===== config.mk =====
export PLATFORM = sky130hd
export DESIGN_NAME = mdclcg_mux_sched
export DESIGN_NICKNAME = d
export VERILOG_FILES = /design/src/rtl/mdclcg_mux_sched.sv
export SDC_FILE = /design/constraint.sdc
export NUM_CORES = 1
export LEC_CHECK = 0
export BUFFER_PORTS_ARGS = -buffer_cell sky130_fd_sc_hd__buf_2
export CORE_AREA = 2 2 146 148
export DETAILED_ROUTE_END_ITERATION = 12
export DIE_AREA = 0 0 148 150
export PLACE_DENSITY = 0.48
export RECOVER_POWER = 100
export REMOVE_ABC_BUFFERS = 1
export SLEW_MARGIN = 20
export SYNTH_ARGS = -nofsm -noshare
export SYNTH_HDL_FRONTEND = slang
export SYNTH_SLANG_ARGS = --single-unit
export TNS_END_PERCENT = 5

===== constraint.sdc =====
create_clock -name clk -period 2.4 [get_ports clk]
set_input_delay 0.72 -clock clk [delete_from_list [all_inputs] [get_ports clk]]
set_output_delay 0.72 -clock clk [all_outputs]
set_load 0.005 [all_outputs]

===== src/rtl/mdclcg_mux_sched.sv =====
// mdclcg_mux_sched
//   Scheduler for the 64-bit 2:1 lane mux. It shares one output stream
//   between two generator lanes, sequences the generator warm-up and
//   buffers one output word.
//
// Handshake rules (all interfaces):
//   A word moves across an interface on a rising edge where its valid and
//   ready are both 1. A lane's ready is a same-cycle grant. It is never high
//   unless that lane's valid is high. At most one lane is granted per cycle.
//   out_valid stays high and out_data stays stable until out_ready is
//   sampled high.
//
// Parameters
//   WARMUP : warm-up cycles (warm_en high) before the first word is accepted
//   CNT_W  : width of word_cnt
// Ports
//   clk, rst_n                : clock, asynchronous active-low reset
//   start, stop               : run control levels (stop wins over start)
//   lane0_data / lane1_data   : lane words (mux in0 / in1)
//   lane0_valid / lane1_valid : lane word available
//   lane0_ready / lane1_ready : lane word consumed this cycle
//   sel                       : mux select, 1 = lane1
//   out_data, out_valid       : registered output word and its valid
//   out_ready                 : downstream accepts out_data
//   warm_en                   : steps the generator lanes during warm-up
//   busy                      : FSM is not in IDLE
//   word_cnt                  : output transfers since the last start
//   dbg_state                 : current FSM state (0 IDLE, 1 WARM, 2 RUN, 3 DRAIN)
module mdclcg_mux_sched #(
  parameter int WARMUP = 16,
  parameter int CNT_W  = 32
) (
  input  logic             clk,
  input  logic             rst_n,
  input  logic             start,
  input  logic             stop,
  input  logic [63:0]      lane0_data,
  input  logic [63:0]      lane1_data,
  input  logic             lane0_valid,
  input  logic             lane1_valid,
  output logic             lane0_ready,
  output logic             lane1_ready,
  output logic             sel,
  output logic [63:0]      out_data,
  output logic             out_valid,
  input  logic             out_ready,
  output logic             warm_en,
  output logic             busy,
  output logic [CNT_W-1:0] word_cnt,
  output logic [1:0]       dbg_state
);

  localparam int WW = (WARMUP > 1) ? $clog2(WARMUP) : 1;

  typedef enum logic [1:0] {
    S_IDLE  = 2'd0,
    S_WARM  = 2'd1,
    S_RUN   = 2'd2,
    S_DRAIN = 2'd3
  } state_t;

  state_t           state_q, state_d;
  logic [WW-1:0]    warm_cnt_q, warm_cnt_d;
  logic             ptr_q, ptr_d;
  logic [63:0]      out_data_q, out_data_d;
  logic             out_valid_q, out_valid_d;
  logic [CNT_W-1:0] word_cnt_q, word_cnt_d;

  logic xfer;
  logic slot_open;
  logic any_valid;
  logic grant_idx;
  logic grant_en;

  always_ff @(posedge clk or negedge rst_n) begin
    if (!rst_n) begin
      state_q     <= S_IDLE;
      warm_cnt_q  <= '0;
      ptr_q       <= 1'b0;
      out_data_q  <= '0;
      out_valid_q <= 1'b0;
      word_cnt_q  <= '0;
    end else begin
      state_q     <= state_d;
      warm_cnt_q  <= warm_cnt_d;
      ptr_q       <= ptr_d;
      out_data_q  <= out_data_d;
      out_valid_q <= out_valid_d;
      word_cnt_q  <= word_cnt_d;
    end
  end

  always_comb begin
    state_d     = state_q;
    warm_cnt_d  = warm_cnt_q;
    ptr_d       = ptr_q;
    out_data_d  = out_data_q;
    word_cnt_d  = word_cnt_q;
    warm_en     = 1'b0;
    grant_en    = 1'b0;

    xfer      = out_valid_q && out_ready;
    slot_open = !out_valid_q || out_ready;
    any_valid = lane0_valid || lane1_valid;
    // Pointer lane wins when valid; otherwise fall to the other lane.
    grant_idx = ptr_q ? lane1_valid : !lane0_valid;

    // The buffered word leaves on a transfer; a grant below refills it.
    out_valid_d = out_valid_q && !out_ready;
    if (xfer) begin
      word_cnt_d = word_cnt_q + CNT_W'(1);
    end

    unique case (state_q)
      S_IDLE: begin
        if (start && !stop) begin
          word_cnt_d = '0;
          if (WARMUP == 0) begin
            state_d    = S_RUN;
            warm_cnt_d = '0;
          end else begin
            state_d    = S_WARM;
            warm_cnt_d = WW'(WARMUP - 1);
          end
        end
      end
      S_WARM: begin
        if (stop) begin
          state_d    = S_IDLE;
          warm_cnt_d = '0;
        end else begin
          warm_en = 1'b1;
          if (warm_cnt_q == '0) begin
            state_d = S_RUN;
          end else begin
            warm_cnt_d = warm_cnt_q - WW'(1);
          end
        end
      end
      S_RUN: begin
        if (stop) begin
          state_d = S_DRAIN;
        end else if (slot_open && any_valid) begin
          grant_en = 1'b1;
        end
      end
      S_DRAIN: begin
        if (slot_open) begin
          state_d = S_IDLE;
        end
      end
      default: state_d = S_IDLE;
    endcase

    if (grant_en) begin
      out_data_d  = grant_idx ? lane1_data : lane0_data;
      out_valid_d = 1'b1;
      ptr_d       = !grant_idx;
    end
  end

  assign sel         = grant_en ? grant_idx : ptr_q;
  assign lane0_ready = grant_en && !grant_idx;
  assign lane1_ready = grant_en && grant_idx;
  assign out_data    = out_data_q;
  assign out_valid   = out_valid_q;
  assign busy        = (state_q != S_IDLE);
  assign word_cnt    = word_cnt_q;
  assign dbg_state   = state_q;

endmodule


### Word-level counts from Yosys, hierarchy flattened

Cells that the tools add are included.

* flip-flop bits (word level): 104
* bits of input ports: 135
* output and inout port bits: 104
* word-level logic and storage cells: 57

* add/subtract/negate cells: 2
* equality and inequality tests: 8
* muxes and demuxes: 22
* reductions and logical operators: 19

Operators with widths (count)
* 2-to-1 mux 32 bit: 3
* 2-to-1 mux 64 bit: 1
* adder 32 x 1 -> 32 bit (second input constant): 1
* 2-to-1 mux 4 bit: 3
* 2-to-1 mux 2 bit: 5
* 2-to-1 mux 1 bit: 8
* one-hot mux 2 bit (4 select lines): 1
* one-hot mux 4 bit (2 select lines): 1
* logical AND 1 bit: 6
* != test 2 bit (second input constant): 3
* != test 3 bit (second input constant): 2
* logical NOT 1 bit: 5
* equality test 2 bit (second input constant): 2
* logical NOT 4 bit: 1
* AND reduction 4 bit: 1
* nonzero test 2 bit: 2
* subtractor 4 x 1 -> 4 bit (second input constant): 1
* AND reduction 3 bit: 1
* equality test 2 x 1 -> 1 bit (second input constant): 1
* logical NOT 2 bit: 1
* logical OR 1 bit: 2

### Depth between registers and ports, before layout

Gate-level depths: netlist (run 1).

* depth after elaboration: 7
* gate-level depth with buffers: 7
* gate-level depth less buffers: 6

### Worst setup path before layout (run 1)

Ideal clock, no wire load.

* kind: input port to output port
* from: in lane1_valid
* to: out sel
* arrival time: 1.883 ns
* data required time: 1.680 ns
* slack: -0.203 ns
* cell stages on the path: 5
* buffers on the path: 2
* path through: o21ai_1 buf_2 buf_1 nor2_1 a21o_1

* longest elaborated chain between the ends: 6
* elaborated cells on any way between the ends: 7
* classes of those cells: mux: 5; reduce/logical: 2

Ends and longest elaborated chain
* from (decl): RTL line 40 `input logic lane1_valid,`
* logical OR 1 bit: RTL line 104 `any_valid = lane0_valid || lane1_valid;`
* logical AND 1 bit: RTL line 143 `end else if (slot_open && any_valid) begin`
* 2-to-1 mux 1 bit: RTL line 143
* 2-to-1 mux 1 bit: RTL line 141 `if (stop) begin`
* 2-to-1 mux 1 bit: RTL line 114 `unique case (state_q)`
* 2-to-1 mux 1 bit (*): RTL line 162 `assign sel = grant_en ? grant_idx : ptr_q;`
* to (decl): RTL line 43 `output logic sel,`

Mark *: on every way between the ends. The rest lies on a longest branch, timed or not.

### Final worst setup path (run 1)

* from: in out_ready
* to: out sel

* longest elaborated chain between the ends: 6

Ends and longest elaborated chain
* from (decl): RTL line 46 `input logic out_ready,`
* logical OR 1 bit: RTL line 103 `slot_open = !out_valid_q || out_ready;`
* logical AND 1 bit: RTL line 143
* 2-to-1 mux 1 bit: RTL line 143
* 2-to-1 mux 1 bit: RTL line 141
* 2-to-1 mux 1 bit: RTL line 114
* 2-to-1 mux 1 bit: RTL line 162

No other way between the ends.

==> results.md, run 1 <==
* Status: completed
* Die H at roughly 150 um
* RSZ-0062 raised after global routing: no
* Setup ws final at between 0.09 and 0.1 ns
* H-tree levels at 3
* Register bit total from synthesis at approximately 100
* Max VDD drop at roughly 0.34 mV
* Drt total wl at 15.1 mm
* Clk root buf: clkbuf_16
* Worst Path Required at ~1.7 ns
* Slew at the pin closest to its max-slew limit at around 1.1 ns
* Post-CTS setup buffer count at 0
* Synth cell types at 47
* Final GP Congestion at about 0.75
* Via count at 4,550
* GRT Residual Overflow at 0
* DR WL met3 at ~1000 um
* Leakage at 0.00339 uW
* CTS max path bufs at 2
* Fmax at around 430 MHz
* Ranking of synthesized cells by area: dfrtp_1, mux2i_1, o21ai_0
* Setup Skew at roughly 0.0076 ns
* Number of nets in the layout at about 900
* WL met2 at ~7 mm
* Synthesized instance count at 519
* Clock slew seen by the registers of the worst setup and hold paths at about 0.080 ns
* Pin count of the biggest net entering global routing at roughly 120
* Mean Syn Cell Area at 9.83 um2
* Share of layout cells above drive strength 1 at between 20% and 30%
* CTS tree: yes
* CORE AREA at 0.0207 mm2
* Met1 Wirelength at a little under 7 mm
* Worst Path Max Fanout at 6
* GRT Total Usage at between 10% and 20%
* DR vias/cell at roughly 4.4
* Primary FF master, synth: dfrtp_1
* Total CTS buffers at 9
* Synth warn at 0
* Post-synth top cells: dfrtp_1, nand2_1, o21ai_0
* P&R area growth vs syn at 35.7%
* Hold Path Class: input port to async pin
* WP buf/inv at 2
* Crit share post-route at 96.2%
* Final setup vio count at 0
* I/O Pins at ~240
* Antenna Violating Nets Remaining at 0
* Seq/Total Area, Yosys at between 50% and 60%
* Leading area contributor after synthesis: dfrtp_1
* Wire per inst at between 10 and 15 um
* Post-CTS Hold Fix Bufs at 0
* Share of the synthesized area in the top cell type at about half
* Detailed Routing Iterations Pass 1 at 4
* Slowest stage cell, crit path: nand2b_2
* Standard-cell rows at 53
* Final hold violation count at 0
* Max incr delay on CP at ~0.22 ns
* Hold slack at between 0.4 and 0.5 ns
* CP cell instances: buf_2, nand2b_2, o2111ai_4, nor2_2, a21o_1, buf_2
* Most frequent CP cell: buf_2
* Top Layer Used: met4
* Sink Count at 104
* Internal reg-to-reg setup slack at 0.18 ns
* Drt drc at 0
* Fin crit period at 2.31 ns
* Die ar. at roughly 0.022 mm2
* Die Wd at approximately 150 um
* Fillers at around 2,300
* EDFF count, synth at 0
* First-pass GRT wire length at 23.4 mm
* MaxCap Viol Count at 0
* Placement-stage worst setup slack at -0.0139 ns
* Count leader, synth: dfrtp_1
* CP Launch Type: input port
* Critical Path Sink Type: primary output
* Arrival @ worst endpoint at 1.59 ns
* Post-Syn Area at roughly 0.0051 mm2
* DR iter-0 viols at approximately 170
* Slew margin rel. at 25.6%
* Initial antenna violation count at 0
* # diodes at 0
* Synth async-reset ratio at between 90% and 100%
* Vias in the first global route at approximately 4,300
* Clk Latency, worst-skew pair at approximately 0.35 ns
* Worst Setup Path Type: input port to primary output
* Power Density at between 800 and 900 mW/mm2
* Slew Limit Fails at 0
* HPWL after DPL at 11.4 mm
* CP delay by family, top: simple AND/OR/NAND/NOR gates
* Starting Density at between 20% and 30%
* Number of port buffers at between 200 and 250
[kinds of logic after synthesis]
kind of cell	synth area share (%)
mux	13.9
fa+ha+maj	0.736
xor+xnor	1.37
compound gates	12.4
simple gates	17.5
buf+inv	3.07
flops	51.0
[flip-flops by register name, summed over array words and instances (netlist names), named ones only]
| signal | count |
|---|---|
| out_data | 64 |
| word_cnt | 32 |
| warm_cnt_q | 4 |
| dbg_state | 1 |
| out_valid | 1 |
| ptr_q | 1 |
[per-layer routing]
| layer | global-route usage, % | vias to the layer above |
|---|---|---|
| met5 | 0 | - |
| met4 | 3.62 | 0 |
| met3 | 3.32 | 10 |
| met2 | 21.8 | 172 |
| met1 | 17.9 | 2051 |
| li1 | - | 2317 |
[through the flow]
stage	util (%)	area (um2)	total power [uW]	std cells	setup TNS, ns
2_1_floorplan	-	4970	3950	487	-257.41
4_1_cts	34.2	7080	6490	1040	0
3_5_place_dp	32.7	6770	4950	1024	-0.0256
5_1_grt	33.5	6920	6720	1040	0
6_report	33.5	6920	6220	1040	0
3_3_place_gp	32.7	6770	4930	1024	-0.0121
[cell type report]
type | instances | area [um2] | share of cell area, %
timing repair buffer | 262 | 1280 | 18.5
tap | 275 | 344 | 4.97
clock buffer | 10 | 239 | 3.45
multi-input combinational | 376 | 2370 | 34.3
sequential | 104 | 2600 | 37.6
clock inverter | 6 | 61.3 | 0.885
inverter | 7 | 26.3 | 0.379
[placed cells by master, fill, tap and decap left out, drive strengths merged, types with 4 or more instances in the layout]
cell,Yosys,layout
nand2b,4,4
nand3,14,14
or3,7,7
clkbuf,23,96
dfrtp,104,104
xor2,4,4
xnor2,4,4
o31ai,5,5
and4,4,4
or2,10,10
nand2,86,86
a21oi,22,22
buf,9,176
nand4,12,12
nor3,4,4
inv,7,11
o21ai,74,74
nor2,19,19
or4,9,9
mux2i,71,71
[final timing paths]
| kind | startpoint | to | depth (start not counted) |
|---|---|---|---|
| worst max-delay path | out_ready | sel | 6 |
| worst min-delay path | rst_n | word_cnt[23]$_DFF_PN0_ | 1 |
| worst max register to register | ptr_q$_DFFE_PN0N_ | out_data[54]$_DFFE_PN0N_ | 5 |
| worst min register to register | out_data[49]$_DFFE_PN0N_ | out_data[49]$_DFFE_PN0N_ | 2 |
| max in group asynchronous | rst_n | word_cnt[7]$_DFF_PN0_ | 2 |
| min in group clk | out_data[49]$_DFFE_PN0N_ | out_data[49]$_DFFE_PN0N_ | 2 |
[power by group]
group          internal [uW]  switching [uW]  leakage [uW]  total (uW)
Combinational            957            1180       0.00189        2140
Clock                    762             737      0.000145        1500
Sequential              2260             317       0.00136        2580
Total                   3980            2240       0.00339        6220
[repair_timing]
action / CTS / global route
pin swaps: 0 / 0
resized for setup: 1 / 1
setup endpoints to repair: 1 / 1
(Power assumes the default switching activity.)
==> run 2: changes to the inputs <==
==> constraint.sdc (replaced) <==
create_clock -name clk -period 2.1 [get_ports clk]
set_input_delay 0.63 -clock clk [delete_from_list [all_inputs] [get_ports clk]]
set_output_delay 0.63 -clock clk [all_outputs]
set_load 0.005 [all_outputs]
==> results.md, run 2 (synthesis results as in run 1) <==
* MaxCap Viol Count at 0
* Final hold violation count at 0
* Core Util, Final at a little over a third
* Max reg flops at 64
* DR iter-0 viols at 173
* Clk root buf: clkbuf_16
* HPWL after DPL at roughly 12 mm
* Die Wd at ~150 um
* Setup ws final at ~0.022 ns
* Starting Density at between 20% and 30%
* Internal reg-to-reg setup slack at 0.13 ns
* Placement-stage worst setup slack at -0.144 ns
* Pin count of the biggest net entering global routing at 74
* Initial antenna violation count at 0
* CP cell instances: nand2b_4, o2111ai_4, nor2_4, a21o_1, buf_2
* Min-delay src: out_data[4]$_DFFE_PN0N_
* Wire per inst at between 10 and 15 um
* Critical Path Sink Type: primary output
* Number of nets in the layout at around 920
* H-tree levels at 3
* Reg2Reg Depth at 5
* Crit path from: out_valid$_DFF_PN0_
* P&R area growth vs syn at 42.5%
* Power Density at about 1000 mW/mm2
* Clk Latency, worst-skew pair at 0.35 ns
* Via count at ~4,600
* Worst Path Max Fanout at 6
* Leakage at about 0.0038 uW
* CTS tree: yes
* I/O Pins at ~240
* Crit share post-route at between 90% and 100%
* Fillers at approximately 2,200
* Drt total wl at between 15 and 20 mm
* Critical path depth at 5
* Hold Path Class: flip-flop to flip-flop
* Vias in the first global route at around 4,400
* WP buf/inv at 1
* Arrival @ worst endpoint at between 1 and 1.5 ns
* Setup Skew at between 0.005 and 0.006 ns
* GRT Total Usage at 13.8%
* DR vias/cell at between 4 and 5
* Clock slew seen by the registers of the worst setup and hold paths at 0.07 ns
* GRT Residual Overflow at 0
* RSZ-0062 raised after global routing: yes
* Number of port buffers at approximately 240
* Design Area, Final at 0.00727 mm2
* Total CTS buffers at 9
* Worst Setup Path Type: flip-flop to primary output
* Slew Limit Fails at 0
* CP Launch Type: flip-flop
* CTS max path bufs at 2
* Slowest stage cell, crit path: dfrtp_2
* Worst Path Required at 1.47 ns
* # diodes at 0
* Fmax at just under 500 MHz
* Sink Count at roughly 100
* Slew margin rel. at 2.27%
* First-pass GRT wire length at 23.9 mm
* Antenna Violating Nets Remaining at 0
* Hold Path Cell Cnt at 2
* Die H at ~150 um
* Max VDD drop at between 0.4 and 0.5 mV
* Share of layout cells above drive strength 1 at between 40% and 50%
* Die ar. at approximately 0.022 mm2
* Detailed Routing Iterations Pass 1 at 4
* Most frequent cells in the layout: buf_2, dfrtp_1, nand2_1, o21ai_0, mux2i_1
* Final Instance Count excl. Fillers at 1,062
* CORE AREA at 0.0207 mm2
* Dpl cell area at 0.00696 mm2
* Final setup vio count at 0
* Cells after DPL at 1,045
* Standard-cell rows at between 50 and 60
* Fin crit period at about 2.1 ns
* Final GP Congestion at between 0.7 and 0.8
* Hold endpoint: out_data[4]$_DFFE_PN0N_
* Most common cell after layout, fill and taps aside: buf_2
* Status: completed
* CP delay by family, top: flip-flops
* RR Startpoint: word_cnt[0]$_DFF_PN0_
* Worst flop-to-flop path endpoint: word_cnt[28]$_DFF_PN0_
* Drt drc at 0
* Max incr delay on CP at 0.45 ns
* Slew at the pin closest to its max-slew limit at 1.47 ns
[run 2: cell types whose count changed in the layout (fill, tap and decap cells not counted), moves of 2 or more]
| cell | previous run | this run |
|---|---|---|
| buf_12 | 2 | 4 |
| buf_2 | 162 | 236 |
| buf_4 | 12 | 43 |
| clkbuf_1 | 80 | 1 |
| clkbuf_2 | 3 | 1 |
| clkbuf_4 | 3 | 0 |
| clkinv_4 | 0 | 2 |
| dfrtp_1 | 104 | 102 |
| dfrtp_2 | 0 | 2 |
| or4_1 | 9 | 7 |
| or4_4 | 0 | 2 |
[run 2: what timing repair did]
| action | CTS | global route |
|---|---|---|
| endpoints found under the setup margin | 3 | 7 |
| resized for setup | 6 | 5 |
| hold buffers | 0 | 0 |
| pin swaps | 2 | 3 |
| buffers inserted | 0 | 2 |
[run 2: worst register-to-register path, stage by stage, from the launching register on]
cell and delay [ns]:
dfrtp_1 0.36, ha_1 0.16, nand3_2 0.09, or4_1 0.64, or4_1 0.50, a21oi_1 0.16
[run 2: how the worst max path moves through the flow]
stage / end / slack (ns)
2_1_floorplan: sel / -4.12
3_5_place_dp: word_cnt[28]$_DFF_PN0_ / -0.14
3_3_place_gp: sel / -0.15
5_1_grt: sel / -0.08
4_1_cts: lane0_ready / 0.00006
6_report: sel / 0.02
[run 2: report_power, final]
group	switching (uW)	internal [uW]	leakage (uW)
clock network	808	941	0.000148
logic	1410	1340	0.00232
registers	334	2590	0.00136
[run 2: cell type report]
| type | count | area, um2 | share of cell area [%] |
|---|---|---|---|
| flip-flops and latches | 104 | 2610 | 35.8 |
| inverters | 7 | 26.3 | 0.361 |
| repair buffers | 285 | 1590 | 21.9 |
| well taps | 275 | 344 | 4.73 |
| clock buffers | 9 | 225 | 3.10 |
| clock inverters | 6 | 76.3 | 1.05 |
| multi-input cells | 376 | 2400 | 33.0 |
[run 2: layer usage]
layer / global-route usage, % / part of all wire [%] / routed length [um]
met1: 18.6 / 45 / 6790
met2: 22.0 / 48 / 7280
met3: 2.87 / 6.1 / 932
met4: 4.62 / 1.6 / 244
met5: 0 / 0 / 0
[run 2: per-stage QoR]
stage	hold WS, ns	setup TNS [ns]	total power (uW)
finish	0.476	0	7420
global route	0.504	-0.132	8000
CTS	0.250	0	7580
detailed placement	0.466	-0.833	5770
global placement	0.457	-0.762	5750
floorplan	0.334	-278.35	4450
==> run 3: changes to the inputs <==
--- a/config.mk
+++ b/config.mk
@@ -6,10 +6,10 @@
 export NUM_CORES = 1
 export LEC_CHECK = 0
 export BUFFER_PORTS_ARGS = -buffer_cell sky130_fd_sc_hd__buf_2
-export CORE_AREA = 2 2 146 148
+export CORE_AREA = 2 2 114 116
 export DETAILED_ROUTE_END_ITERATION = 12
-export DIE_AREA = 0 0 148 150
-export PLACE_DENSITY = 0.48
+export DIE_AREA = 0 0 116 118
+export PLACE_DENSITY = 0.73
 export RECOVER_POWER = 100
 export REMOVE_ABC_BUFFERS = 1
 export SLEW_MARGIN = 20
==> results.md, run 3 (synthesis results as in run 1) <==
* Worst Path Max Fanout at 6
* Total CTS buffers at 9
* Slew margin rel. at -3.03%
* Fillers at approximately 1,100
* Die H at approximately 120 um
* Status: finished with violations
* Final GP Congestion at 0.861
* Drt drc at 0
* HPWL after DPL at between 10 and 15 mm
* Pin count of the biggest net entering global routing at between 100 and 150
* FF/Latch Area at between 0.002 and 0.003 mm2
* Setup_tns at 0 ns
* RR Startpoint: word_cnt[1]$_DFF_PN0_
* GRT Residual Overflow at 0
* Area of the multi-input gates at roughly 0.0024 mm2
* Post-CTS Hold Fix Bufs at 0
* Most frequent cells in the layout: buf_2, dfrtp_1, nand2_1, clkbuf_1, o21ai_0
* Sink Count at about 100
* Slew Limit Fails at 27
* Internal reg-to-reg setup slack at 0.11 ns
* Number of nets in the layout at 903
* Worst flop-to-flop path endpoint: word_cnt[28]$_DFF_PN0_
* Hold Path Cell Cnt at 2
* Via count at between 4,000 and 5,000
* Final setup vio count at 0
* Standard-cell rows at 41
* Clk Latency, worst-skew pair at 0.36 ns
* Antenna Violating Nets Remaining at 0
* Arrival @ worst endpoint at roughly 1.4 ns
* Critical Path Sink Type: primary output
* Die Wd at 116 um
* Drt total wl at between 10 and 15 mm
* Crit share post-route at a little over nine tenths
* Leakage at 0.00347 uW
* Number of port buffers at 238
* Detailed Routing Iterations Pass 1 at 5
* Crit path from: dbg_state[0]$_DFFE_PN0P_
* Vias in the first global route at ~4,600
* CTS tree: yes
* Starting Density at between 40 and 50%
* MaxCap Viol Count at 1
* Violations in the final reports: capacitance limit, slew limit
* P&R area growth vs syn at 35.5%
* Clk root buf: clkbuf_16
* Worst Path Required at between 1 and 1.5 ns
* Reg2Reg Depth at 5
* Die ar. at 0.0137 mm2
* Share of layout cells above drive strength 1 at 30.1%
* Max VDD drop at between 0.4 and 0.5 mV
* Wire per inst at around 15 um
* DR vias/cell at ~4.9
* CTS max path bufs at 2
* GRT Total Usage at roughly 21%
* Slew at the pin closest to its max-slew limit at roughly 1.5 ns
* H-tree levels at 3
* Setup Skew at approximately 0.0067 ns
* Worst Setup Path Type: flip-flop to primary output
* Fmax at about 490 MHz
* Clock slew seen by the registers of the worst setup and hold paths at around 0.080 ns
* I/O Pins at approximately 240
* DR iter-0 viols at approximately 290
* Worst setup endpoint: sel
* CORE AREA at 0.0124 mm2
* Hold Path Class: flip-flop to flip-flop
* Initial antenna violation count at 2
* Power Density at between 1000 and 1500 mW/mm2
* RSZ-0062 raised after global routing: yes
* Setup ws final at 0.0538 ns
* Max reg flops at 64
* Fin crit period at 2.05 ns
* Final hold violation count at 0
* First-pass GRT wire length at approximately 22 mm
* CP Launch Type: flip-flop
* Placement-stage worst setup slack at -0.100 ns
* Most common cell after layout, fill and taps aside: buf_2
==> run 3: changes by cell type in the layout (fill, tap and decap cells not counted), sizes merged <==
| cell | previous run | this run |
|---|---|---|
| diode | 0 | 2 |
| clkinvlp | 0 | 1 |
| clkinv | 2 | 0 |
| clkbuf | 11 | 86 |
| bufinv | 1 | 3 |
| buf | 283 | 190 |
==> run 3: layer usage <==
layer  wire length, um  share of wire [%]  track usage, %
met1              5700                 41            24.8
met2              7050                 50            35.0
met3               878                6.3            4.12
met4               353                2.5            9.45
met5                 0                  0               0
==> run 3: how the worst min path moves through the flow <==
stage,start,end
4_1_cts,rst_n,word_cnt[25]$_DFF_PN0_
3_5_place_dp,out_data[34]$_DFFE_PN0N_,out_data[34]$_DFFE_PN0N_
6_report,out_data[34]$_DFFE_PN0N_,out_data[34]$_DFFE_PN0N_
3_3_place_gp,out_data[49]$_DFFE_PN0N_,out_data[49]$_DFFE_PN0N_
5_1_grt,out_data[15]$_DFFE_PN0N_,out_data[15]$_DFFE_PN0N_
2_1_floorplan,rst_n,async pin
==> run 3: power by group <==
part           leakage (uW)  switching [uW]  internal, uW
Clock              0.000167             805          1180
Sequential          0.00136             359          2590
Combinational       0.00194            1360          1110
==> run 3: worst max-delay path, cell delays in order, from the launching register on <==
cell,delay (ns)
dfrtp_1,0.40
nor2_2,0.14
o2111ai_4,0.17
nor2_2,0.15
a21o_1,0.09
buf_2,0.10
==> run 3: repair_timing <==
item                                    4_1_cts  5_1_grt
setup buffers                                 0        0
resized for setup                             4        4
pin swaps                                     0        2
endpoints found under the setup margin        3        9
==> run 3: final cells by class <==
cell class              count  area share [%]
clock buffers               9            3.26
flip-flops and latches    104            37.7
diodes                      2          0.0724
multi-input cells         376            34.6
repair buffers            267            19.1
well taps                 172            3.11
clock inverters             7            1.79
inverters                   7           0.380
==> run 3: per-stage QoR <==
stage	total power [uW]	utilization, %	instances	instance area, um2	hold WS, ns
finish	7410	55.7	944	6910	0.480
global placement	5510	53.9	926	6700	0.457
CTS	7630	56.9	942	7060	0.198
detailed placement	5630	53.9	926	6700	0.465
floorplan	4450	-	487	4970	0.334
global route	7910	55.6	942	6910	0.507
